$ cat config.mk
export PLATFORM = sky130hd
export DESIGN_NAME = freq_sweep_scheduler
export DESIGN_NICKNAME = d
export VERILOG_FILES = /design/src/rtl/freq_sweep_scheduler.sv
export SDC_FILE = /design/constraint.sdc
export NUM_CORES = 1
export LEC_CHECK = 0
export ABC_AREA = 1
export CORE_MARGIN = 2
export CORE_UTILIZATION = 35
export CTS_CLUSTER_DIAMETER = 40
export DETAILED_ROUTE_END_ITERATION = 10
export DONT_BUFFER_PORTS = 1
export PLACE_DENSITY_LB_ADDON = 0.25
export SLEW_MARGIN = 15
export SYNTH_ARGS = -nofsm -noshare
export SYNTH_HDL_FRONTEND = slang
export SYNTH_SLANG_ARGS = --single-unit
$ cat constraint.sdc
create_clock -name CLOCK_10M -period 15.1 [get_ports CLOCK_10M]
set_clock_uncertainty 0.2 [all_clocks]
set_input_delay 2.265 -clock CLOCK_10M [delete_from_list [all_inputs] [get_ports CLOCK_10M]]
set_output_delay 2.265 -clock CLOCK_10M [all_outputs]
set_load 0.05 [all_outputs]
$ cat src/rtl/freq_sweep_scheduler.sv
// Frequency sweep sequencer: steps an offset word from a start to a stop bound and
// drives the updater's FREQW/UPDATE handshake, dwelling a programmable time per point.
module freq_sweep_scheduler #(
  parameter int unsigned TIMEOUT = 4095
) (
  input  logic        CLOCK_10M,
  input  logic        RESET_N,
  input  logic        START,
  input  logic        ABORT,
  input  logic        CONT,
  input  logic        DIR,
  input  logic [31:0] START_FREQW,
  input  logic [31:0] STOP_FREQW,
  input  logic [31:0] STEP_FREQW,
  input  logic [15:0] DWELL,
  input  logic        INITIED,
  input  logic        UPDATED,
  output logic [31:0] FREQW,
  output logic        UPDATE,
  output logic        BUSY,
  output logic        DONE,
  output logic [15:0] SWEEP_IDX,
  output logic        ERROR
);

  localparam int unsigned TimeoutW = (TIMEOUT > 1) ? $clog2(TIMEOUT) : 1;
  localparam logic [TimeoutW-1:0] TimeoutLast = TimeoutW'(TIMEOUT - 1);

  typedef enum logic [2:0] {
    StIdle,
    StWaitInit,
    StReq,
    StWaitAck,
    StDwell,
    StNext
  } state_e;

  state_e              state_q, state_d;
  logic [31:0]         freqw_q, freqw_d;
  logic [15:0]         idx_q, idx_d;
  logic                error_q, error_d;
  logic                done_q, done_d;
  logic                update_q, update_d;
  logic                req_cnt_q, req_cnt_d;
  logic [TimeoutW-1:0] to_cnt_q, to_cnt_d;
  logic [15:0]         dwell_cnt_q, dwell_cnt_d;

  // Configuration shadows, frozen for the whole sweep.
  logic                cont_q, cont_d;
  logic                dir_q, dir_d;
  logic [31:0]         start_q, start_d;
  logic [31:0]         stop_q, stop_d;
  logic [31:0]         step_q, step_d;
  logic [15:0]         dwell_q, dwell_d;

  logic [32:0]         cand;
  logic                finished;
  logic                needs_init;

  // Bit 32 carries the overflow (ascending) or borrow (descending).
  always_comb begin
    if (dir_q) begin
      cand = {1'b0, freqw_q} - {1'b0, step_q};
    end else begin
      cand = {1'b0, freqw_q} + {1'b0, step_q};
    end
  end

  assign finished = (step_q == '0) || cand[32] ||
                    (dir_q ? (cand[31:0] < stop_q) : (cand[31:0] > stop_q));

  assign needs_init = (state_q == StReq) || (state_q == StWaitAck) ||
                      (state_q == StDwell) || (state_q == StNext);

  always_comb begin
    state_d     = state_q;
    freqw_d     = freqw_q;
    idx_d       = idx_q;
    error_d     = error_q;
    done_d      = 1'b0;
    req_cnt_d   = req_cnt_q;
    to_cnt_d    = to_cnt_q;
    dwell_cnt_d = dwell_cnt_q;
    cont_d      = cont_q;
    dir_d       = dir_q;
    start_d     = start_q;
    stop_d      = stop_q;
    step_d      = step_q;
    dwell_d     = dwell_q;

    if (ABORT && (state_q != StIdle)) begin
      state_d = StIdle;
    end else if (needs_init && !INITIED) begin
      error_d = 1'b1;
      state_d = StIdle;
    end else begin
      case (state_q)
        StIdle: begin
          if (START && !ABORT) begin
            cont_d  = CONT;
            dir_d   = DIR;
            start_d = START_FREQW;
            stop_d  = STOP_FREQW;
            step_d  = STEP_FREQW;
            dwell_d = DWELL;
            freqw_d = START_FREQW;
            idx_d   = '0;
            error_d = 1'b0;
            state_d = StWaitInit;
          end
        end
        StWaitInit: begin
          if (INITIED) begin
            state_d = StReq;
          end
        end
        StReq: begin
          if (req_cnt_q) begin
            to_cnt_d = '0;
            state_d  = StWaitAck;
          end else begin
            req_cnt_d = 1'b1;
          end
        end
        StWaitAck: begin
          if (UPDATED) begin
            dwell_cnt_d = dwell_q;
            state_d     = StDwell;
          end else if (to_cnt_q == TimeoutLast) begin
            error_d = 1'b1;
            state_d = StIdle;
          end else begin
            to_cnt_d = to_cnt_q + 1'b1;
          end
        end
        StDwell: begin
          if (dwell_cnt_q == '0) begin
            state_d = StNext;
          end else begin
            dwell_cnt_d = dwell_cnt_q - 16'd1;
          end
        end
        StNext: begin
          if (!finished) begin
            freqw_d = cand[31:0];
            idx_d   = (idx_q == 16'hFFFF) ? idx_q : idx_q + 16'd1;
            state_d = StReq;
          end else if (cont_q) begin
            freqw_d = start_q;
            idx_d   = '0;
            state_d = StReq;
          end else begin
            done_d  = 1'b1;
            state_d = StIdle;
          end
        end
        default: state_d = StIdle;
      endcase
    end

    // Every REQ entry must see a fresh two-cycle request window.
    if (state_d != StReq) begin
      req_cnt_d = 1'b0;
    end
    update_d = (state_d == StReq);
  end

  always_ff @(posedge CLOCK_10M) begin
    if (!RESET_N) begin
      state_q     <= StIdle;
      freqw_q     <= '0;
      idx_q       <= '0;
      error_q     <= 1'b0;
      done_q      <= 1'b0;
      update_q    <= 1'b0;
      req_cnt_q   <= 1'b0;
      to_cnt_q    <= '0;
      dwell_cnt_q <= '0;
      cont_q      <= 1'b0;
      dir_q       <= 1'b0;
      start_q     <= '0;
      stop_q      <= '0;
      step_q      <= '0;
      dwell_q     <= '0;
    end else begin
      state_q     <= state_d;
      freqw_q     <= freqw_d;
      idx_q       <= idx_d;
      error_q     <= error_d;
      done_q      <= done_d;
      update_q    <= update_d;
      req_cnt_q   <= req_cnt_d;
      to_cnt_q    <= to_cnt_d;
      dwell_cnt_q <= dwell_cnt_d;
      cont_q      <= cont_d;
      dir_q       <= dir_d;
      start_q     <= start_d;
      stop_q      <= stop_d;
      step_q      <= step_d;
      dwell_q     <= dwell_d;
    end
  end

  assign FREQW     = freqw_q;
  assign UPDATE    = update_q;
  assign BUSY      = (state_q != StIdle);
  assign DONE      = done_q;
  assign SWEEP_IDX = idx_q;
  assign ERROR     = error_q;

endmodule

Yosys cells after proc, flatten, opt, wreduce, memory -nomap -nowiden
Index checks and enable logic that the tools add are counted.
{ "word_totals": {"word_cells": 109, "memories": 0, "out_inout_bits": 52, "romBits": 0, "latch_bits": 0, "ramBits": 0, "reg_bits": 197} }
{ "classes": {"n_eq_ne": 20, "n_lt_le_gt_ge": 2, "shift": 0, "n_bitwise": 5, "mux": 35, "reduce_logical": 27, "n_mul": 0, "add_sub_neg": 5, "div_mod_pow": 0} }
{ "op_table": {"columns": ["cell", "n"], "rows": [
  ["$mux 16", 6],
  ["$mux 32", 3],
  ["$pmux 16 s2", 2],
  ["$pmux 32 s2", 1],
  ["$mux 12", 3],
  ["$add 32x32->33", 1],
  ["$mux 33", 1],
  ["$sub 32x32->33", 1],
  ["$gt 32x32->1", 1],
  ["$logic_not 32->1", 1],
  ["$lt 32x32->1", 1],
  ["$mux 3", 8],
  ["$pmux 12 s2", 1],
  ["$pmux 3 s6", 1],
  ["$add 16x1->16 const B", 1],
  ["$eq 16x16->1 const B", 1],
  ["$logic_not 16->1", 1],
  ["$sub 16x1->16 const B", 1],
  ["$reduce_and 5->1", 3],
  ["$add 12x1->12 const B", 1],
  ["$eq 12x12->1 const B", 1],
  ["$ne 2x2->1 const B", 6],
  ["$reduce_and 6->1", 2],
  ["$eq 3x2->1 const B", 3],
  ["19 further kinds", 43]
]} }

Depth between registers and ports, before layout
{ "logic_depth": {"ltp_word": 11, "ltp_mapped": 41, "depth_no_buf": 41} }

Worst setup path before layout
No wires, ideal clock.
{ "synth_timing": {"kind": "flip-flop to flip-flop", "start": "reg step_q[2]", "end": "reg idx_q[8] (netlist: SWEEP_IDX[8])", "synth_period_minus_slack_ns": 4.778, "setup_slack_ns": 10.322, "arrival_ns": 4.464, "setup_time_ns": 0.115, "path_stages_with_launch": 39, "required_ns": 14.785, "path_cell_list": "dfxtp_1 -> inv_1 -> nand3_1 -> nor2_1 -> nand4_1 -> inv_1 -> nand3_1 -> nor2_1 -> nand2_1 -> o21ai_1 -> nand2_1 -> a21oi_1 -> nand2_1 -> xor2_1 -> ha_1 -> nand2_1 -> nor2_1 -> a21oi_1 -> (+3 left out) -> xor2_1 -> ha_1 -> nand2_1 -> nor2_1 -> nand2_1 -> nor2_1 -> nand2_1 -> nand2_1 -> nand2_1 -> nand2_1 -> nor2_4 -> nand2_4 -> nand3_4 -> buf_8 -> nand2_4 -> clkinv_2 -> nor2_1 -> nor2_1"} }
{ "synth_between": {"elab_chain_cells": 7, "word_cells_on_any_way": 14, "classes_between": "add/sub: 2; order compare: 2; eq/ne: 2; mux: 4; reduce/logical: 4"} }
{ "synth_lines": {"columns": ["element", "line_no", "source"], "rows": [
  ["start, declared", "53", "logic [31:0] step_q, step_d;"],
  ["start signal, assigned", "199", "step_q <= step_d;"],
  ["$add 32x32->33 or $sub 32x32->33 (tied branches)", "65, 63", null],
  ["$mux 33", "62", "if (dir_q) begin"],
  ["$gt 32x32->1 or $lt 32x32->1 (tied branches)", "70", "(dir_q ? (cand[31:0] < stop_q) : (cand[31:0] > stop_q));"],
  ["$mux 1", "70", null],
  ["$logic_or 1x1->1 (*)", "69", "assign finished = (step_q == '0) || cand[32] ||"],
  ["$ne 3x3->1 (no source line) or $mux 16 (tied branches)", null, null],
  ["$reduce_and 6->1 (no source line) or $pmux 16 s2 (tied branches)", null, null],
  ["end signal, assigned", "188", "idx_q <= idx_d;"],
  ["end, declared", "40", "logic [15:0] idx_q, idx_d;"]
]} }
Mark *: on every way between the ends. The rest lies on a longest branch, timed or not.
A chain may end at the register's enable or synchronous reset.

Worst setup path after layout
{ "layout_timing": {"start": "reg dir_q", "end": "reg freqw_q[3] (netlist: FREQW[3])"} }
{ "layout_between": {"elab_chain_cells": 6, "word_cells_on_any_way": 10, "classes_between": "order compare: 2; eq/ne: 1; mux: 4; reduce/logical: 3"} }
{ "layout_lines": {"columns": ["element", "line_no", "source"], "rows": [
  ["start, declared", "50", "logic dir_q, dir_d;"],
  ["start signal, assigned", "196", "dir_q <= dir_d;"],
  ["$mux 33", "62", null],
  ["$gt 32x32->1 or $lt 32x32->1 (tied branches)", "70", null],
  ["$mux 1", "70", null],
  ["$logic_or 1x1->1", "69", null],
  ["$ne 3x3->1 (no source line) or $mux 32 (tied branches)", null, null],
  ["$reduce_and 5->1 (no source line) or $pmux 32 s2 (tied branches)", null, null],
  ["end signal, assigned", "187", "freqw_q <= freqw_d;"],
  ["end, declared", "39", "logic [31:0] freqw_q, freqw_d;"]
]} }
Parallel ways exist; a longest one is shown, timed or not.

==> summary.md <==
| Metric | Value |
|---|---|
| Num rows | 68 |
| Layout cells sized above 1 | 3.25% |
| Synth Flop Type | dfxtp_1 |
| Most used cell, CP | nand2_1 |
| Final max-slew violation count | 0 |
| Hold Fails Final Rpt | 0 |
| First drt pass iteration count | 5 |
| Period utilisation layout | between 40% and 50% |
| DRT iter0 DRCs | 803 |
| Vias | 11619 |
| H-tree depth | 4 |
| Chip Width | roughly 190 um |
| Syn Area/Cell | around 6.5 um^2 |
| Clock Latency Late Sink | roughly 0.46 ns |
| Synth area leaders | dfxtp_1 (32%), nand2_1 (12%), nor2_1 (10%) |
| First-pass GRT wire length | between 60000 and 70000 um |
| Ant diodes | 0 |
| Fin crit period | approximately 7.4 ns |
| Ys Warns | 0 |
| DR vias/cell | just over 5 |
| Cell area after layout | 13100 um^2 |
| # Post-CTS Setup Buffers | 0 |
| Setup violators final | 0 |
| Post-route setup TNS | 0 ns |
| Area Overhead vs Synth | 7.39% |
| Initial antenna violation count | 0 |
| Kind of end point of the critical path | flop |
| Drc violations | 0 |
| Post-synth EDFFs | 0 |
| Relative slew margins | ~29% |
| Final #Nets | approximately 2000 |
| Synthesized cell area | approximately 12000 um^2 |
| GRT Residual Overflow | 0 |
| Die area | approximately 36000 um^2 |
| Core footprint | around 34000 um^2 |
| Setup CP Type | flop to flop |
| Worst-Margin Slew | roughly 1.1 ns |
| Critical path peak fanout | 54 |
| Commonest cells post-synth | nand2_1 (385), nor2_1 (328), inv_1 (212) |
| CTS tree | done |
| IO Pins | 172 |
| Routed Antenna Nets | 0 |
| Setup crit start kind | flop |
| Peak VDD IR | 0.0871 mV |
| Crit path largest cell delay | between 0.7 and 0.8 ns |
| RSZ-0062 raised after global routing | false |
| Die Ht | 191 um |
| Routed length per instance | roughly 18 um |
| Port Buf Inserts | 0 |
| Area share of the largest cell type after synthesis | approximately a third |
| Status | complete, no violations |
| CTS Buf Count | 17 |
| Clock buffer depth | 2 |
| Placed cell area | between 10000 and 15000 um^2 |
| Clock Tree Root | clkbuf_16 |
| Seq/Total Area, Yosys | 32.4% |
| Cell with the most instances after synthesis | nand2_1 |
| Crit path DAT | ~7.5 ns |
| Post-synthesis register bit count | just under 200 |
| Distinct cells, synth | 51 |
| Slowest CP cell | dfxtp_1 |
| Starting Density | between 30 and 40% |
| CTS-repair resized insts | 0 |
| DPL Wire Length | 30600 um |
| Syn_nets | around 2100 |
| Overall routing resource usage | around 22% |
| Gpl congestion | roughly 0.94 |
| Hold buffers post-CTS | 0 |
| Hold/Removal Path Class | flop to flop |
| Final wirelength | roughly 40000 um |
| Vias in the first global route | around 11000 |
| Largest net degree at the start of global routing | about 170 |
| Syn Inst Count | approximately 1900 |
| F_max | roughly 140 MHz |
| Pwr/cell area | roughly 130 nW/um^2 |
| CP required | roughly 15 ns |
| # clock sinks | slightly below 200 |
| Clock Pin Slew Worst Setup and Hold Paths | roughly 0.080 ns |
| Leak | approximately 0.0059 uW |
| Area leader, netlist | dfxtp_1 |
| MaxCap Viol Count | 0 |
| Async SR Flop Fraction | 0% |
-- area by class of cell --
type / count / area, um^2
Clock buffer: 18 / 429
Clock inverter: 14 / 190
Fill cell: 3803 / 21300
Inverter: 219 / 826
Multi-Input combinational cell: 1392 / 7090
Sequential cell: 197 / 3940
Tap cell: 455 / 569
Timing Repair Buffer: 4 / 30.0
-- critical path: cells and delay by family, from the launching register on --
family / cells / cell delay, ns
adders and majority gates: 2 / 0.65
buffers and inverters: 2 / 0.56
AOI/OAI and AO/OA: 6 / 1.42
DFF: 1 / 0.77
xor gates and xnor gates: 2 / 0.77
and+or+nand+nor: 15 / 2.83
-- where the power goes --
part           total, uW  internal [uW]  switching [uW]
registers            659            560            99.1
logic                582            192             391
clock network        489            253             236
-- logic make-up (layout without fill, tap and decap cells) --
kind of cell    after synthesis  in the layout  share of synthesized area [%]
fa+ha+maj                    70             70                           7.25
xor+xnor                     63             63                           4.53
buf+inv                     292            255                           9.45
simple gates                889            889                           30.2
compound gates              370            370                           16.2
flops                       197            197                           32.4
-- through the flow --
step / setup slack, ns / power [uW] / instances / util, % / hold slack (ns)
after floorplan: 10.32 / 1080 / 1881 / - / 0.216
after global placement: 7.85 / 1240 / 2267 / 36.3 / 0.238
after detailed placement: 7.86 / 1250 / 2267 / 36.3 / 0.246
after CTS: 7.86 / 1740 / 2299 / 38.1 / 0.257
after global routing: 6.98 / 1850 / 2299 / 38.1 / 0.275
final: 7.73 / 1730 / 2299 / 38.1 / 0.263
-- layout by cell type, fill, tap and decap left out, types with 7 or more instances in the layout --
| master | instances |
|---|---|
| nand2_1 | 385 |
| nor2_1 | 328 |
| inv_1 | 211 |
| dfxtp_1 | 197 |
| o21ai_0 | 171 |
| a21oi_1 | 141 |
| nand3_1 | 109 |
| ha_1 | 69 |
| xor2_1 | 49 |
| nor3_1 | 19 |
| clkbuf_16 | 17 |
| nand4_1 | 16 |
| xnor2_1 | 14 |
| o21ai_1 | 10 |
| a31oi_1 | 10 |
| o21bai_1 | 7 |
| o211ai_1 | 7 |
-- state kept, by name, summed over array words and instances, names as in the netlist --
| signal | count |
|---|---|
| DONE | 1 |
| ERROR | 1 |
| FREQW | 32 |
| SWEEP_IDX | 16 |
| UPDATE | 1 |
| cont_q | 1 |
| dir_q | 1 |
| dwell_cnt_q | 16 |
| dwell_q | 16 |
| req_cnt_q | 1 |
| start_q | 32 |
| state_q | 3 |
| step_q | 32 |
| stop_q | 32 |
| to_cnt_q | 12 |
-- layer usage --
metal	part of all wire (%)	vias up	GRT usage [%]
met5	0	-	0
met4	3.9	0	9.45
met3	7.5	59	6.57
met2	44	314	35.6
met1	45	5280	28.2
li1	-	5966	-
-- final timing paths --
kind	start	endpoint	slack, ns	depth (start not counted)
worst max-delay path	dir_q	FREQW[3]	7.73	27
worst min-delay path	to_cnt_q[11]	to_cnt_q[11]	0.26	1
worst max register to register	dir_q	FREQW[3]	7.73	27
worst min register to register	to_cnt_q[11]	to_cnt_q[11]	0.26	1
Power figures use the tool's default switching activity.
